File: config.mk
export PLATFORM = sky130hd
export DESIGN_NAME = attn_mask_scale_stream
export DESIGN_NICKNAME = d
export VERILOG_FILES = /design/src/rtl/attn_mask_scale_stream.sv
export SDC_FILE = /design/constraint.sdc
export NUM_CORES = 1
export LEC_CHECK = 0
export ABC_AREA = 1
export CORE_MARGIN = 2
export CORE_UTILIZATION = 60
export DETAILED_ROUTE_END_ITERATION = 8
export PLACE_DENSITY = 0.85
export REMOVE_ABC_BUFFERS = 1
export SKIP_CTS_REPAIR_TIMING = 1
export SLEW_MARGIN = 20
export SYNTH_ARGS = -nofsm -noshare
export SYNTH_HDL_FRONTEND = slang
export SYNTH_SLANG_ARGS = --single-unit
File: constraint.sdc
create_clock -name clk -period 5.25 [get_ports clk]
set_clock_uncertainty 0.15 [all_clocks]
set_input_delay 0.7875 -clock clk [delete_from_list [all_inputs] [get_ports clk]]
set_output_delay 0.7875 -clock clk [all_outputs]
set_load 0.01 [all_outputs]
File: src/rtl/attn_mask_scale_stream.sv
// Streams a TQ x TK Y tile through mask/scale into a credit-guarded FIFO.
// Optional ATTN_MASK_STATS_EN enables masked_cnt; ports per block header.
module attn_mask_scale_stream #(
  parameter int TQ         = 8,
  parameter int TK         = 8,
  parameter int DATA_W     = 32,
  parameter int FIFO_DEPTH = 4,
  parameter int SHIFT_W    = 3,
  localparam int TQ_W  = (TQ > 1) ? $clog2(TQ) : 1,
  localparam int TK_W  = (TK > 1) ? $clog2(TK) : 1,
  localparam int CNT_W = TQ_W + TK_W + 1
) (
  input  logic               clk,
  input  logic               rst_n,
  input  logic               start,
  input  logic [1:0]         mask_mode,
  input  logic [TQ-1:0]      pad_valid_q,
  input  logic [TK-1:0]      pad_valid_k,
  input  logic [TK_W:0]      win_len,
  input  logic [SHIFT_W-1:0] scale_shift,
  output logic               busy,
  output logic               done,
  output logic               y_re,
  output logic [TQ_W-1:0]    y_tq,
  output logic [TK_W-1:0]    y_tk,
  input  logic [31:0]        y_rdata,
  input  logic               y_rvalid,
  output logic               out_valid,
  input  logic               out_ready,
  output logic [31:0]        out_data,
  output logic [TQ_W-1:0]    out_row,
  output logic [TK_W-1:0]    out_col,
  output logic               out_last_col,
  output logic               out_last,
  output logic [CNT_W-1:0]   masked_cnt
);

  localparam int PTR_W = (FIFO_DEPTH > 1) ? $clog2(FIFO_DEPTH) : 1;
  localparam int OCC_W = PTR_W + 1;

  typedef enum logic [1:0] {
    ST_IDLE, ST_ISSUE, ST_DRAIN, ST_DONE
  } state_t;

  typedef struct packed {
    logic [31:0]     data;
    logic [TQ_W-1:0] row;
    logic [TK_W-1:0] col;
    logic            last_col;
    logic            last;
  } beat_t;

  state_t             state;
  logic [TQ_W-1:0]    rr;
  logic [TK_W-1:0]    cc;
  logic [1:0]         cfg_mode;
  logic [TQ-1:0]      cfg_pq;
  logic [TK-1:0]      cfg_pk;
  logic [TK_W:0]      cfg_win;
  logic [SHIFT_W-1:0] cfg_shift;
  logic               in_flight;
  logic [TQ_W-1:0]    tag_r;
  logic [TK_W-1:0]    tag_c;
  beat_t              mem [FIFO_DEPTH];
  logic [PTR_W-1:0]   wptr;
  logic [PTR_W-1:0]   rptr;
  logic [OCC_W-1:0]   occ;

  logic  credit_ok;
  logic  wr;
  logic  rd;
  logic  m;
  logic  last_rc;
  beat_t wbeat;

  // One request outstanding at most; a late y_rvalid holds issue.
  assign credit_ok = (32'(occ) + 32'(in_flight))
                     < 32'(FIFO_DEPTH);
  assign y_re = (state == ST_ISSUE) & credit_ok
              & ~(in_flight & ~y_rvalid);
  assign wr   = y_rvalid & in_flight;
  assign rd   = out_valid & out_ready;
  assign y_tq = rr;
  assign y_tk = cc;
  assign busy = (state == ST_ISSUE) | (state == ST_DRAIN);
  assign done = (state == ST_DONE);
  assign last_rc = (rr == TQ_W'(TQ - 1))
                 & (cc == TK_W'(TK - 1));

  always_comb begin
    logic [31:0] r32;
    logic [31:0] c32;
    logic        pad_m;
    logic        cau_m;
    logic        win_m;
    logic [7:0]  e;
    logic [7:0]  sh;
    r32   = 32'(tag_r);
    c32   = 32'(tag_c);
    pad_m = ~cfg_pq[tag_r] | ~cfg_pk[tag_c];
    cau_m = c32 > r32;
    win_m = (cfg_win != '0) & (r32 >= c32)
          & ((r32 - c32) >= 32'(cfg_win));
    m = 1'b0;
    unique case (1'b1)
      (cfg_mode == 2'd0): m = 1'b0;
      (cfg_mode == 2'd1): m = pad_m;
      (cfg_mode == 2'd2): m = pad_m | cau_m;
      default:            m = pad_m | cau_m | win_m;
    endcase
    e  = y_rdata[30:23];
    sh = 8'(cfg_shift);
    wbeat.row      = tag_r;
    wbeat.col      = tag_c;
    wbeat.last_col = (tag_c == TK_W'(TK - 1));
    wbeat.last     = wbeat.last_col
                   & (tag_r == TQ_W'(TQ - 1));
    if (m)
      wbeat.data = 32'hFF80_0000;
    else if (e == 8'h00 || e == 8'hFF)
      wbeat.data = y_rdata;
    else if (e <= sh)
      wbeat.data = {y_rdata[31], 31'b0};
    else
      wbeat.data = {y_rdata[31], e - sh, y_rdata[22:0]};
  end

  always_ff @(posedge clk or negedge rst_n) begin
    if (!rst_n) begin
      state     <= ST_IDLE;
      rr        <= '0;
      cc        <= '0;
      cfg_mode  <= '0;
      cfg_pq    <= '0;
      cfg_pk    <= '0;
      cfg_win   <= '0;
      cfg_shift <= '0;
    end else begin
      unique case (state)
        ST_IDLE: if (start) begin
          cfg_mode  <= mask_mode;
          cfg_pq    <= pad_valid_q;
          cfg_pk    <= pad_valid_k;
          cfg_win   <= win_len;
          cfg_shift <= scale_shift;
          rr        <= '0;
          cc        <= '0;
          state     <= ST_ISSUE;
        end
        ST_ISSUE: if (y_re) begin
          if (last_rc) begin
            state <= ST_DRAIN;
          end else if (cc == TK_W'(TK - 1)) begin
            cc <= '0;
            rr <= rr + TQ_W'(1);
          end else begin
            cc <= cc + TK_W'(1);
          end
        end
        ST_DRAIN: if (rd & out_last) state <= ST_DONE;
        default:  state <= ST_IDLE;
      endcase
    end
  end

  always_ff @(posedge clk or negedge rst_n) begin
    if (!rst_n) begin
      in_flight <= 1'b0;
      tag_r     <= '0;
      tag_c     <= '0;
    end else begin
      in_flight <= y_re | (in_flight & ~y_rvalid);
      if (y_re) begin
        tag_r <= rr;
        tag_c <= cc;
      end
    end
  end

  always_ff @(posedge clk or negedge rst_n) begin
    if (!rst_n) begin
      for (int i = 0; i < FIFO_DEPTH; i++)
        mem[i] <= '0;
      wptr <= '0;
      rptr <= '0;
      occ  <= '0;
    end else begin
      if (wr) begin
        mem[wptr] <= wbeat;
        wptr      <= wptr + PTR_W'(1);
      end
      if (rd) rptr <= rptr + PTR_W'(1);
      occ <= occ + OCC_W'(wr) - OCC_W'(rd);
    end
  end

  assign out_valid    = (occ != '0);
  assign out_data     = mem[rptr].data;
  assign out_row      = mem[rptr].row;
  assign out_col      = mem[rptr].col;
  assign out_last_col = mem[rptr].last_col;
  assign out_last     = mem[rptr].last;

`ifdef ATTN_MASK_STATS_EN
  logic [CNT_W-1:0] cnt;
  always_ff @(posedge clk or negedge rst_n) begin
    if (!rst_n)
      cnt <= '0;
    else if (state == ST_IDLE && start)
      cnt <= '0;
    else if (wr & m)
      cnt <= cnt + CNT_W'(1);
  end
  assign masked_cnt = cnt;
`else
  assign masked_cnt = '0;
`endif

endmodule
==> run_summary.xml <==
<?xml version="1.0" encoding="UTF-8"?>
<metrics>
  <group name="routing">
    <metric name="totalWireLength" unit="um">27000</metric>
    <metric name="detailroute.via_count" unit="">9438</metric>
    <metric name="drt_first_iter_violations" unit="">797</metric>
    <metric name="drt_first_pass_iters" unit="">6</metric>
    <metric name="detail_route.wl_per_cell" unit="um">16.5</metric>
    <metric name="postRouteAntennaNets" unit="">0</metric>
    <metric name="via_per_inst" unit="">5.77</metric>
    <metric name="drcViolationCount" unit="">0</metric>
  </group>
  <group name="critical_path">
    <metric name="worst_setup_path_startpoint" unit="">rptr[0]$_DFFE_PN0P_</metric>
    <metric name="ff2ff_setup_slack" unit="ns">1.46</metric>
    <metric name="worstRegToRegCells" unit="">16</metric>
    <metric name="rr_startpoint" unit="">tag_r[0]$_DFFE_PN0P_</metric>
    <metric name="cp.buffers_inverters" unit="">3</metric>
    <metric name="crit_path_max_incr_delay" unit="ns">0.61</metric>
    <metric name="critPathLaunchType" unit="">register</metric>
    <metric name="timing.critical_path.cells" unit="">inv_2 -&gt; buf_4 -&gt; o21ai_0 -&gt; o22ai_1 -&gt; clkdlybuf4s50_1</metric>
    <metric name="cp_slowest_cell" unit="">clkdlybuf4s50_1</metric>
    <metric name="rr_endpoint" unit="">mem[129]$_DFFE_PN0P_</metric>
    <metric name="worst-path-max-fanout" unit="">36</metric>
    <metric name="critPathCaptureType" unit="">output port</metric>
    <metric name="worst-endpoint-required" unit="ns">4.31</metric>
    <metric name="critical-path-top-delay-family" unit="">buffers and inverters</metric>
    <metric name="timing_worst_setup_path_type" unit="">register to output port</metric>
    <metric name="timing.critical_path.arrival" unit="ns">2.91</metric>
  </group>
  <group name="cells_and_area">
    <metric name="final_layout_size_suffix_gt1_frac" unit="">0.0508</metric>
    <metric name="num-nets-final" unit="">1494</metric>
    <metric name="insertedDiodeCount" unit="">0</metric>
    <metric name="area_growth" unit="%">18.6</metric>
  </group>
  <group name="synthesis">
    <metric name="synth_cell_types" unit="">31</metric>
    <metric name="synth_top_cells_by_area" unit="">dfrtp_1, nand2_1, o21ai_0, nand3_1, nor2_1</metric>
    <metric name="synthCells" unit="">1323</metric>
    <metric name="yosysWarnings" unit="">0</metric>
    <metric name="async_flop_share" unit="">1.00</metric>
    <metric name="synth_xor_xnor_area_share" unit="">0.00339</metric>
    <metric name="muxShareOfSynthArea" unit="">0.00654</metric>
    <metric name="synth_seq_cells" unit="">207</metric>
    <metric name="synth_seq_area_share" unit="">0.501</metric>
    <metric name="count_of_flip_flops_with_a_built_in_enable_after_synthesis" unit="">0</metric>
    <metric name="synth-adder-area-share" unit="">0.0392</metric>
    <metric name="synth_simple_gate_area_share" unit="">0.275</metric>
    <metric name="avgSynthCellArea" unit="um^2">7.81</metric>
    <metric name="synth_largest_type_area_fraction" unit="">0.501</metric>
    <metric name="yosysMostFrequentCell" unit="">nand2_1</metric>
    <metric name="yosysTopAreaCell" unit="">dfrtp_1</metric>
    <metric name="synth_top_family_by_area" unit="">simple AND/OR/NAND/NOR gates</metric>
    <metric name="synth_flop_cell" unit="">dfrtp_1</metric>
    <metric name="complex_gate_fraction_of_the_synthesized_area" unit="">0.100</metric>
    <metric name="netlist_area" unit="mm^2">0.0103</metric>
    <metric name="yosys-top-cells-count" unit="">nand2_1, dfrtp_1, nor2_1</metric>
  </group>
  <group name="sta">
    <metric name="share_of_the_clock_period_used_by_the_worst_path_after_layout" unit="">0.732</metric>
    <metric name="grt_setup_unrepaired" unit="">no</metric>
    <metric name="hold-worst-slack" unit="ns">0.232</metric>
    <metric name="setup_violations" unit="">0</metric>
    <metric name="max_slew_margin" unit="">0.314</metric>
    <metric name="fin_crit" unit="ns">3.84</metric>
    <metric name="achievable-frequency" unit="GHz">0.260</metric>
    <metric name="worst-slew-pin-transition" unit="ns">1.03</metric>
    <metric name="final.setup.tns" unit="ns">0</metric>
    <metric name="finalMaxSlewViolations" unit="">0</metric>
    <metric name="final_hold_viol_count" unit="">0</metric>
  </group>
  <group name="clocking">
    <metric name="cts_tree" unit="">yes</metric>
    <metric name="numClockSinks" unit="">207</metric>
    <metric name="cts_made_buffers" unit="">22</metric>
    <metric name="cts-root-buf" unit="">clkbuf_16</metric>
    <metric name="clk_path_buf_depth" unit="">3</metric>
    <metric name="worst_setup_hold_path_clk_slew" unit="ns">0.06</metric>
    <metric name="worstSkewPairLatency" unit="ns">0.50</metric>
    <metric name="htree_levels" unit="">1</metric>
  </group>
  <group name="power_and_ir_drop">
    <metric name="comb_power_share" unit="">0.464</metric>
    <metric name="vdd_ir_drop_max" unit="mV">0.417</metric>
    <metric name="part_of_the_power_in_registers" unit="">0.330</metric>
    <metric name="power.clock.fraction" unit="">0.207</metric>
    <metric name="sw_frac_of_total" unit="">0.407</metric>
    <metric name="p_int" unit="mW">4.66</metric>
    <metric name="powerDensity" unit="mW/mm^2">640</metric>
    <metric name="power_switching" unit="mW">3.19</metric>
    <metric name="leakage" unit="nW">6.28</metric>
  </group>
  <group name="global_routing">
    <metric name="antenna_found_initial" unit="">0</metric>
    <metric name="grt_max_degree" unit="">128</metric>
    <metric name="via_count_of_the_first_global_routing_pass" unit="">9387</metric>
    <metric name="grt_pass1_wl" unit="um">45100</metric>
    <metric name="grt_usage" unit="">0.303</metric>
    <metric name="remaining_global_route_overflow" unit="">0</metric>
  </group>
  <group name="floorplanning">
    <metric name="area_of_the_core" unit="mm^2">0.0167</metric>
    <metric name="placementRows" unit="">47</metric>
    <metric name="die_area" unit="mm^2">0.0183</metric>
    <metric name="floorplan.initialDensity" unit="">0.619</metric>
    <metric name="die_w" unit="um">135</metric>
    <metric name="num_io_pins" unit="">119</metric>
    <metric name="dieHeight" unit="um">135</metric>
  </group>
  <group name="place">
    <metric name="routabilityCongestion" unit="">0.911</metric>
    <metric name="hpwlAfterDp" unit="um">15900</metric>
    <metric name="buffer_ports.inserted" unit="">111</metric>
  </group>
  <group name="flow_run">
    <metric name="max-cap-violations" unit="">0</metric>
  </group>
  <group name="worst_hold_path">
    <metric name="timing.hold.worst.class" unit="">primary input to async pin</metric>
  </group>
  <group name="run_status">
    <metric name="outcome" unit="">finished, final reports clean</metric>
  </group>
</metrics>
-- sequential cells by signal, summed over array words and instances (netlist names), 2 cells and up --
signal and cells:
mem 160, cfg_pk 8, cfg_pq 8, cfg_win 4, cfg_shift 3, occ 3, tag_c 3, tag_r 3
y_tk 3, y_tq 3, cfg_mode 2, rptr 2, state 2, wptr 2
-- metrics by stage --
step	worst slack, ns	instance area, um^2	std cells	power [mW]	util
after floorplan	0.780	9940	1247	4.66	-
after global placement	1.66	11500	1598	6.05	0.688
after detailed placement	1.53	11500	1598	6.18	0.688
after CTS	1.40	12300	1636	7.84	0.734
after global routing	1.21	12300	1636	8.41	0.734
final	1.41	12300	1636	7.85	0.734
-- power by group through the flow --
stage | logic (mW) | registers, mW | clock network (mW)
3_5_place_dp | 3.58 | 2.59 | 0
5_1_grt | 4.05 | 2.66 | 1.70
2_1_floorplan | 2.10 | 2.56 | 0
3_3_place_gp | 3.48 | 2.57 | 0
4_1_cts | 3.62 | 2.58 | 1.64
6_report | 3.64 | 2.59 | 1.62
-- worst max-delay path by stage --
stage                      endpoint  cells past startpoint
4_1_cts                out_data[20]                      5
5_1_grt        mem[129]$_DFFE_PN0P_                     16
3_5_place_dp   mem[129]$_DFFE_PN0P_                     16
3_3_place_gp    mem[52]$_DFFE_PN0P_                     16
6_report               out_data[20]                      5
2_1_floorplan              out_last                      3
-- layout by cell type, fill, tap and decap left out, types with 2 or more instances in the layout --
cell and n:
a21oi_1 22, a31oi_1 3, buf_4 19, bufinv_16 3, clkbuf_1 4, clkbuf_16 23
clkbuf_8 4, clkdlybuf4s50_1 110, clkinv_1 3, clkinv_2 2, clkinvlp_4 2, conb_1 7
dfrtp_1 206, fa_1 4, ha_1 26, inv_1 87, inv_2 4, mux2_2 6
nand2_1 428, nand3_1 121, nand4_1 9, nor2_1 138, nor2_2 3, nor3_1 2
o21ai_0 126, o22ai_1 40, xor2_1 4
-- routing by layer --
metal,vias up,global-route usage,wire length [um]
li1,4395,-,-
met1,4553,0.407,11000
met2,427,0.505,13100
met3,63,0.0464,2190
met4,0,0.112,685
met5,-,0,0
-- kinds of logic after synthesis --
| family | count (synthesis) |
|---|---|
| other | 1 |
| AND/OR/NAND/NOR | 705 |
| XOR/XNOR | 4 |
| multiplexers | 6 |
| AO/OA/AOI/OAI | 194 |
| flip-flops | 207 |
| adder cells (fa/ha/maj) | 30 |
| buffers and inverters | 176 |
-- worst reg2reg max path, cell delays in order (launching register included) --
cell and delay, ns:
dfrtp_1 0.45, inv_2 0.15, ha_1 0.16, inv_1 0.06, fa_1 0.38, fa_1 0.44, ha_1 0.28, nand2_1 0.06
inv_1 0.04, nand3_1 0.05, nand4_1 0.10, nand2_1 0.07, nand4_1 0.11, nand2_2 0.58, buf_4 0.39, nand3_1 0.13
nand2_1 0.13
-- cell type report --
| cell class | count | area (um^2) |
|---|---|---|
| Sequential cell | 207 | 5180 |
| Fill cell | 1267 | 4440 |
| Multi-Input combinational cell | 946 | 4410 |
| Timing Repair Buffer | 131 | 1280 |
| Clock buffer | 31 | 646 |
| Inverter | 94 | 353 |
| Tap cell | 220 | 275 |
| Clock inverter | 7 | 115 |
No activity file was read; power rests on OpenSTA's default activity.
